[config.mk]
export PLATFORM = sky130hd
export DESIGN_NAME = mem_access_ctrl_flat
export DESIGN_NICKNAME = d
export VERILOG_FILES = /design/src/rtl/mem_access_if.sv /design/src/rtl/mem_access_ctrl.sv /design/src/flat_wrapper.sv
export SDC_FILE = /design/constraint.sdc
export NUM_CORES = 1
export LEC_CHECK = 0
export ABC_AREA = 1
export BUFFER_PORTS_ARGS = -buffer_cell sky130_fd_sc_hd__buf_2
export CAP_MARGIN = 40
export CORE_MARGIN = 2
export CORE_UTILIZATION = 30
export DETAILED_ROUTE_END_ITERATION = 8
export PLACE_DENSITY = 0.49
export SYNTH_ARGS = -nofsm -noshare
export SYNTH_HDL_FRONTEND = slang
export SYNTH_SLANG_ARGS = --single-unit
[constraint.sdc]
create_clock -name clk -period 4.8 [get_ports clk]
set_input_delay 0.72 -clock clk [delete_from_list [all_inputs] [get_ports clk]]
set_output_delay 0.72 -clock clk [all_outputs]
set_load 0.1 [all_outputs]
[src/rtl/mem_access_if.sv]
// Request/response and memory-port bundle for the load/store sequencer.
// The slave modport is the controller's view; master is the datapath/memory side.
interface mem_access_if #(
  parameter int ADDR_W = 8
);
  logic              req_valid;
  logic              req_ready;
  logic [3:0]        req_op;
  logic [ADDR_W-1:0] req_addr;
  logic [31:0]       req_wdata;
  logic              resp_valid;
  logic [31:0]       resp_rdata;
  logic              resp_err;
  logic              mem_en;
  logic              mem_we;
  logic [ADDR_W-3:0] mem_addr;
  logic [31:0]       mem_wdata;
  logic [31:0]       mem_rdata;

  modport slave (
    input  req_valid, req_op, req_addr, req_wdata, mem_rdata,
    output req_ready, resp_valid, resp_rdata, resp_err,
           mem_en, mem_we, mem_addr, mem_wdata
  );

  modport master (
    output req_valid, req_op, req_addr, req_wdata, mem_rdata,
    input  req_ready, resp_valid, resp_rdata, resp_err,
           mem_en, mem_we, mem_addr, mem_wdata
  );
endinterface

[src/rtl/mem_access_ctrl.sv]
// Load/store sequencer for a word-wide single-port memory without byte enables.
// Sub-word stores are done as read-modify-write; loads are lane-extracted and extended.
module mem_access_ctrl #(
  parameter int ADDR_W = 8
) (
  input  logic         clk,
  input  logic         reset,
  mem_access_if.slave  bus
);

  typedef enum logic [2:0] {IDLE, RD, CAP, WR, RESP} state_e;

  localparam logic [1:0] SZ_BYTE = 2'b00;
  localparam logic [1:0] SZ_HALF = 2'b01;
  localparam logic [1:0] SZ_WORD = 2'b10;

  state_e            state_q, state_d;
  logic [3:0]        op_q, op_d;
  logic [ADDR_W-1:0] addr_q, addr_d;
  logic [31:0]       wdata_q, wdata_d;
  logic [31:0]       merge_q, merge_d;
  logic [31:0]       rdata_q, rdata_d;
  logic              err_q, err_d;

  logic              req_err;
  logic [31:0]       load_ext;
  logic [31:0]       merged;
  logic [7:0]        lane_b;
  logic [15:0]       lane_h;

  // Misaligned halves/words and the reserved size code never touch memory.
  assign req_err = (bus.req_op[1:0] == 2'b11) ||
                   (bus.req_op[1:0] == SZ_HALF && bus.req_addr[0]) ||
                   (bus.req_op[1:0] == SZ_WORD && bus.req_addr[1:0] != 2'b00);

  assign lane_b = bus.mem_rdata[{addr_q[1:0], 3'b000} +: 8];
  assign lane_h = bus.mem_rdata[{addr_q[1], 4'b0000} +: 16];

  always_comb begin
    // NOTE: every output gets a default first so no path leaves it unassigned (no latches).
    load_ext = bus.mem_rdata;
    merged   = bus.mem_rdata;
    case (op_q[1:0])
      SZ_BYTE: begin
        load_ext = {{24{~op_q[2] & lane_b[7]}}, lane_b};
        merged[{addr_q[1:0], 3'b000} +: 8] = wdata_q[7:0];
      end
      SZ_HALF: begin
        load_ext = {{16{~op_q[2] & lane_h[15]}}, lane_h};
        merged[{addr_q[1], 4'b0000} +: 16] = wdata_q[15:0];
      end
      default: ;
    endcase
  end

  always_comb begin
    state_d = state_q;
    op_d    = op_q;
    addr_d  = addr_q;
    wdata_d = wdata_q;
    merge_d = merge_q;
    rdata_d = rdata_q;
    err_d   = err_q;
    case (state_q)
      IDLE: begin
        if (bus.req_valid) begin
          op_d    = bus.req_op;
          addr_d  = bus.req_addr;
          wdata_d = bus.req_wdata;
          err_d   = req_err;
          rdata_d = '0;
          if (req_err)
            state_d = RESP;
          else if (bus.req_op[3] && bus.req_op[1:0] == SZ_WORD)
            state_d = WR;
          else
            state_d = RD;
        end
      end
      RD:   state_d = CAP;
      CAP: begin
        if (op_q[3]) begin
          merge_d = merged;
          state_d = WR;
        end else begin
          rdata_d = load_ext;
          state_d = RESP;
        end
      end
      WR:   state_d = RESP;
      RESP: state_d = IDLE;
      default: state_d = IDLE;
    endcase
  end

  always_ff @(posedge clk) begin
    // NOTE: sequential state uses non-blocking assignments so all registers update together.
    if (reset) begin
      state_q <= IDLE;
      op_q    <= '0;
      addr_q  <= '0;
      wdata_q <= '0;
      merge_q <= '0;
      rdata_q <= '0;
      err_q   <= 1'b0;
    end else begin
      state_q <= state_d;
      op_q    <= op_d;
      addr_q  <= addr_d;
      wdata_q <= wdata_d;
      merge_q <= merge_d;
      rdata_q <= rdata_d;
      err_q   <= err_d;
    end
  end

  // Strobes are gated by reset so an in-flight write can never land in the reset cycle.
  assign bus.req_ready  = (state_q == IDLE) && !reset;
  assign bus.resp_valid = (state_q == RESP) && !reset;
  assign bus.mem_en     = (state_q == RD || state_q == WR) && !reset;
  assign bus.mem_we     = (state_q == WR) && !reset;
  assign bus.mem_addr   = addr_q[ADDR_W-1:2];
  assign bus.mem_wdata  = (op_q[1:0] == SZ_WORD) ? wdata_q : merge_q;
  assign bus.resp_rdata = rdata_q;
  assign bus.resp_err   = err_q;

endmodule

[src/flat_wrapper.sv]
// flat-port wrapper written by rule: the top's interface ports become plain ports
module mem_access_ctrl_flat 
#(
  parameter int ADDR_W = 8
)
  (clk, reset, bus_req_valid, bus_req_op, bus_req_addr, bus_req_wdata, bus_mem_rdata, bus_req_ready, bus_resp_valid, bus_resp_rdata, bus_resp_err, bus_mem_en, bus_mem_we, bus_mem_addr, bus_mem_wdata);
  mem_access_if #(.ADDR_W(ADDR_W)) bus_i ();
  input  logic clk;
  input  logic reset;
  input wire logic [$bits(bus_i.req_valid)-1:0] bus_req_valid;
  input wire logic [$bits(bus_i.req_op)-1:0] bus_req_op;
  input wire logic [$bits(bus_i.req_addr)-1:0] bus_req_addr;
  input wire logic [$bits(bus_i.req_wdata)-1:0] bus_req_wdata;
  input wire logic [$bits(bus_i.mem_rdata)-1:0] bus_mem_rdata;
  output wire logic [$bits(bus_i.req_ready)-1:0] bus_req_ready;
  output wire logic [$bits(bus_i.resp_valid)-1:0] bus_resp_valid;
  output wire logic [$bits(bus_i.resp_rdata)-1:0] bus_resp_rdata;
  output wire logic [$bits(bus_i.resp_err)-1:0] bus_resp_err;
  output wire logic [$bits(bus_i.mem_en)-1:0] bus_mem_en;
  output wire logic [$bits(bus_i.mem_we)-1:0] bus_mem_we;
  output wire logic [$bits(bus_i.mem_addr)-1:0] bus_mem_addr;
  output wire logic [$bits(bus_i.mem_wdata)-1:0] bus_mem_wdata;
  assign bus_i.req_valid = bus_req_valid;
  assign bus_i.req_op = bus_req_op;
  assign bus_i.req_addr = bus_req_addr;
  assign bus_i.req_wdata = bus_req_wdata;
  assign bus_i.mem_rdata = bus_mem_rdata;
  assign bus_req_ready = bus_i.req_ready;
  assign bus_resp_valid = bus_i.resp_valid;
  assign bus_resp_rdata = bus_i.resp_rdata;
  assign bus_resp_err = bus_i.resp_err;
  assign bus_mem_en = bus_i.mem_en;
  assign bus_mem_we = bus_i.mem_we;
  assign bus_mem_addr = bus_i.mem_addr;
  assign bus_mem_wdata = bus_i.mem_wdata;
  mem_access_ctrl #(.ADDR_W(ADDR_W)) u_core (.clk(clk), .reset(reset), .bus(bus_i));
endmodule
==> impl_metrics.tcl <==
set metrics [dict create \
    worst_slew_pin_slew_ns 0.8375 \
    path_max_fanout 40 \
    wl_per_cell_um 17.10 \
    cts_tree "built" \
    worstSetupStartpointType "flip-flop" \
    max-cap-violations 0 \
    status "completed" \
    dr_total_vias 6385 \
    grt_max_degree 50 \
    final-max-slew-violation-count 0 \
    yosys_warnings 0 \
    die_h_um 146.4 \
    synth.distinct_cells 35 \
    synth_area_um2 6081 \
    yosysMostFrequentCell "nand2_1" \
    hold_viol_final 0 \
    synth_edf_count 0 \
    die_width_um 146.4 \
    yosys_register_bits 112 \
    postCtsHoldBufs 0 \
    antenna_found_initial 1 \
    relSlewSlack_pct 44.09 \
    rows 52 \
    holdWs_ns 0.4479 \
    layout_setup_ws_ns 1.408 \
    place_ws_ns 1.828 \
    clk_latency_ns 0.37 \
    fin_crit_ns 3.392 \
    grt_pass1_vias 5844 \
    cts_resized 0 \
    setup_viol 0 \
    rsz0062_at_grt "false" \
    die_area_um2 21420 \
    path_class "flip-flop to output port" \
    clock_skew_ns 0.009585 \
    gp_congestion 0.8523 \
    postCtsSetupBuffers 0 \
    port_buffers 153 \
    ctsLongestPathBuffers 2 \
    critical_path_required_ns 4.08 \
    async_flop_share_pct 0 \
    vdd_drop_max_uv 178.6 \
    yosys-top-cells-area "dfxtp_1, a21oi_1, o21ai_0" \
    setup_tns_ns 0 \
    cts_sinks 112 \
    min_path_type "flip-flop to flip-flop" \
    core-area_um2 20040 \
    via_per_inst 5.012 \
    clk_pin_slew_ns 0.08 \
    pwr_density_cell_nw_per_um2 368.3 \
    grt-ovfl-total 0 \
    drive_gt1_share_pct 20.64 \
    endpoint_kind "output port" \
    pin_count 154 \
    dp_hpwl_um 15890 \
    leakage_uw 0.003218 \
    max_freq_mhz 294.8 \
    syn_area_per_cell_um2 6.817 \
    arrival_ns 2.67 \
    synthTopCellsByCount "nand2_1, a21oi_1, o21ai_0" \
    final_nets 1082 \
    netlist.area_leader.share_pct 36.87 \
    period_share_pct 70.67 \
    finalNonFillerCells 1274 \
    ant_nets 0 \
    start_util_pct 30.34 \
    drt_iter0_drc 612 \
    synth_ff_type "dfxtp_1" \
    firstDrtPassIters 5 \
    ys_seq_area_share_pct 36.87 \
    multi_input_area_um2 3159 \
    cts-root-buf "clkbuf_16" \
    numCtsBuffers 9 \
    cts_max_level 3 \
    grt_usage_pct 20.31 \
    route.detailed.drc 0 \
    post-route-util_pct 36.26 \
    n_fill_cell 2292 \
    place_inst 1257 \
    synthCells 892 \
    grt_pass1_wl_um 33810 \
    synth_area_leader_cell "dfxtp_1" \
    synth_fp_nets 976 \
    wirelength_um 21780 \
    seqCellArea_um2 2242 \
    area_growth_syn_to_layout_pct 19.49 \
]
[per-stage QoR]
stage / instance area (um^2) / total power, uW
2_1_floorplan: 6081 / 1665
3_3_place_gp: 6897 / 1840
3_5_place_dp: 6937 / 1847
4_1_cts: 7263 / 2704
5_1_grt: 7263 / 2817
6_report: 7266 / 2676
[flip-flops by register name, summed over array words and instances (netlist names)]
| name | cells |
|---|---|
| u_core.bus.resp_rdata | 32 |
| u_core.merge_q | 32 |
| u_core.wdata_q | 32 |
| u_core.addr_q | 8 |
| u_core.op_q | 4 |
| u_core.state_q | 3 |
| u_core.bus.resp_err | 1 |
[power by group]
part           internal [uW]  leakage [uW]  switching (uW)
clock network            464      0.000158             385
registers                987      0.000914            48.2
logic                    176       0.00215             616
total                   1630       0.00322            1050
[routing by layer]
| layer | share of wire [%] | vias up | wire length [um] | global-route usage (%) |
|---|---|---|---|---|
| met4 | 1.8 | 2 | 400 | 6.311 |
| met5 | 0.060 | - | 13 | 0 |
| met1 | 47 | 2929 | 10140 | 27.71 |
| met3 | 6.6 | 23 | 1429 | 4.438 |
| li1 | - | 3232 | - | - |
| met2 | 45 | 199 | 9795 | 32.17 |
[cells in the final DEF, fill, tap and decap left out, types with 3 or more instances in the layout]
| master | count |
|---|---|
| nand2_1 | 169 |
| nand2_2 | 3 |
| nand3_1 | 44 |
| o211ai_1 | 35 |
| clkbuf_16 | 9 |
| a31oi_1 | 11 |
| a21oi_1 | 153 |
| dfxtp_1 | 112 |
| buf_4 | 5 |
| inv_1 | 84 |
| inv_2 | 7 |
| nor2_8 | 3 |
| o21ai_0 | 147 |
| o21a_1 | 6 |
| o21ai_1 | 3 |
| ha_1 | 5 |
| or2_2 | 4 |
| buf_2 | 153 |
| nor2_2 | 3 |
| nor2_1 | 21 |
[area by class of cell]
class	instances	share of cell area, %
Multi-Input combinational cell	622	43.48
Sequential cell	112	30.86
Timing Repair Buffer	160	11.61
Inverter	93	4.873
Tap cell	270	4.650
Clock buffer	9	3.100
Clock inverter	7	1.395
Antenna cell	1	0.03444
[worst max-delay path, cell delays in order (launching register included)]
cell and delay, ns:
dfxtp_1 0.87, nand2_2 0.48, buf_12 0.31, o21ai_0 0.16, buf_2 0.45
[path summary, 6_finish.rpt]
check                             startpoint                              end  slack [ns]  cells after the start
max reg2reg      u_core.op_q[1]$_SDFFE_PP0P_   u_core.merge_q[8]$_SDFFE_PP0P_        2.24                      7
min reg2reg  u_core.wdata_q[29]$_SDFFE_PP0P_  u_core.wdata_q[29]$_SDFFE_PP0P_        0.45                      2
max              u_core.op_q[1]$_SDFFE_PP0P_                 bus_mem_wdata[4]        1.41                      4
min          u_core.wdata_q[29]$_SDFFE_PP0P_  u_core.wdata_q[29]$_SDFFE_PP0P_        0.45                      2
[cell families (layout without fill, tap and decap cells)]
kind of cell    Yosys count  in the layout  synth area share, %
compound gates          359            359                31.65
fa+ha+maj                 5              5                1.029
buf+inv                 158            269                11.26
flops                   112            112                36.87
other cells               0              1                    0
simple gates            258            258                19.20
Note: power is estimated with default switching activity, not from simulation.
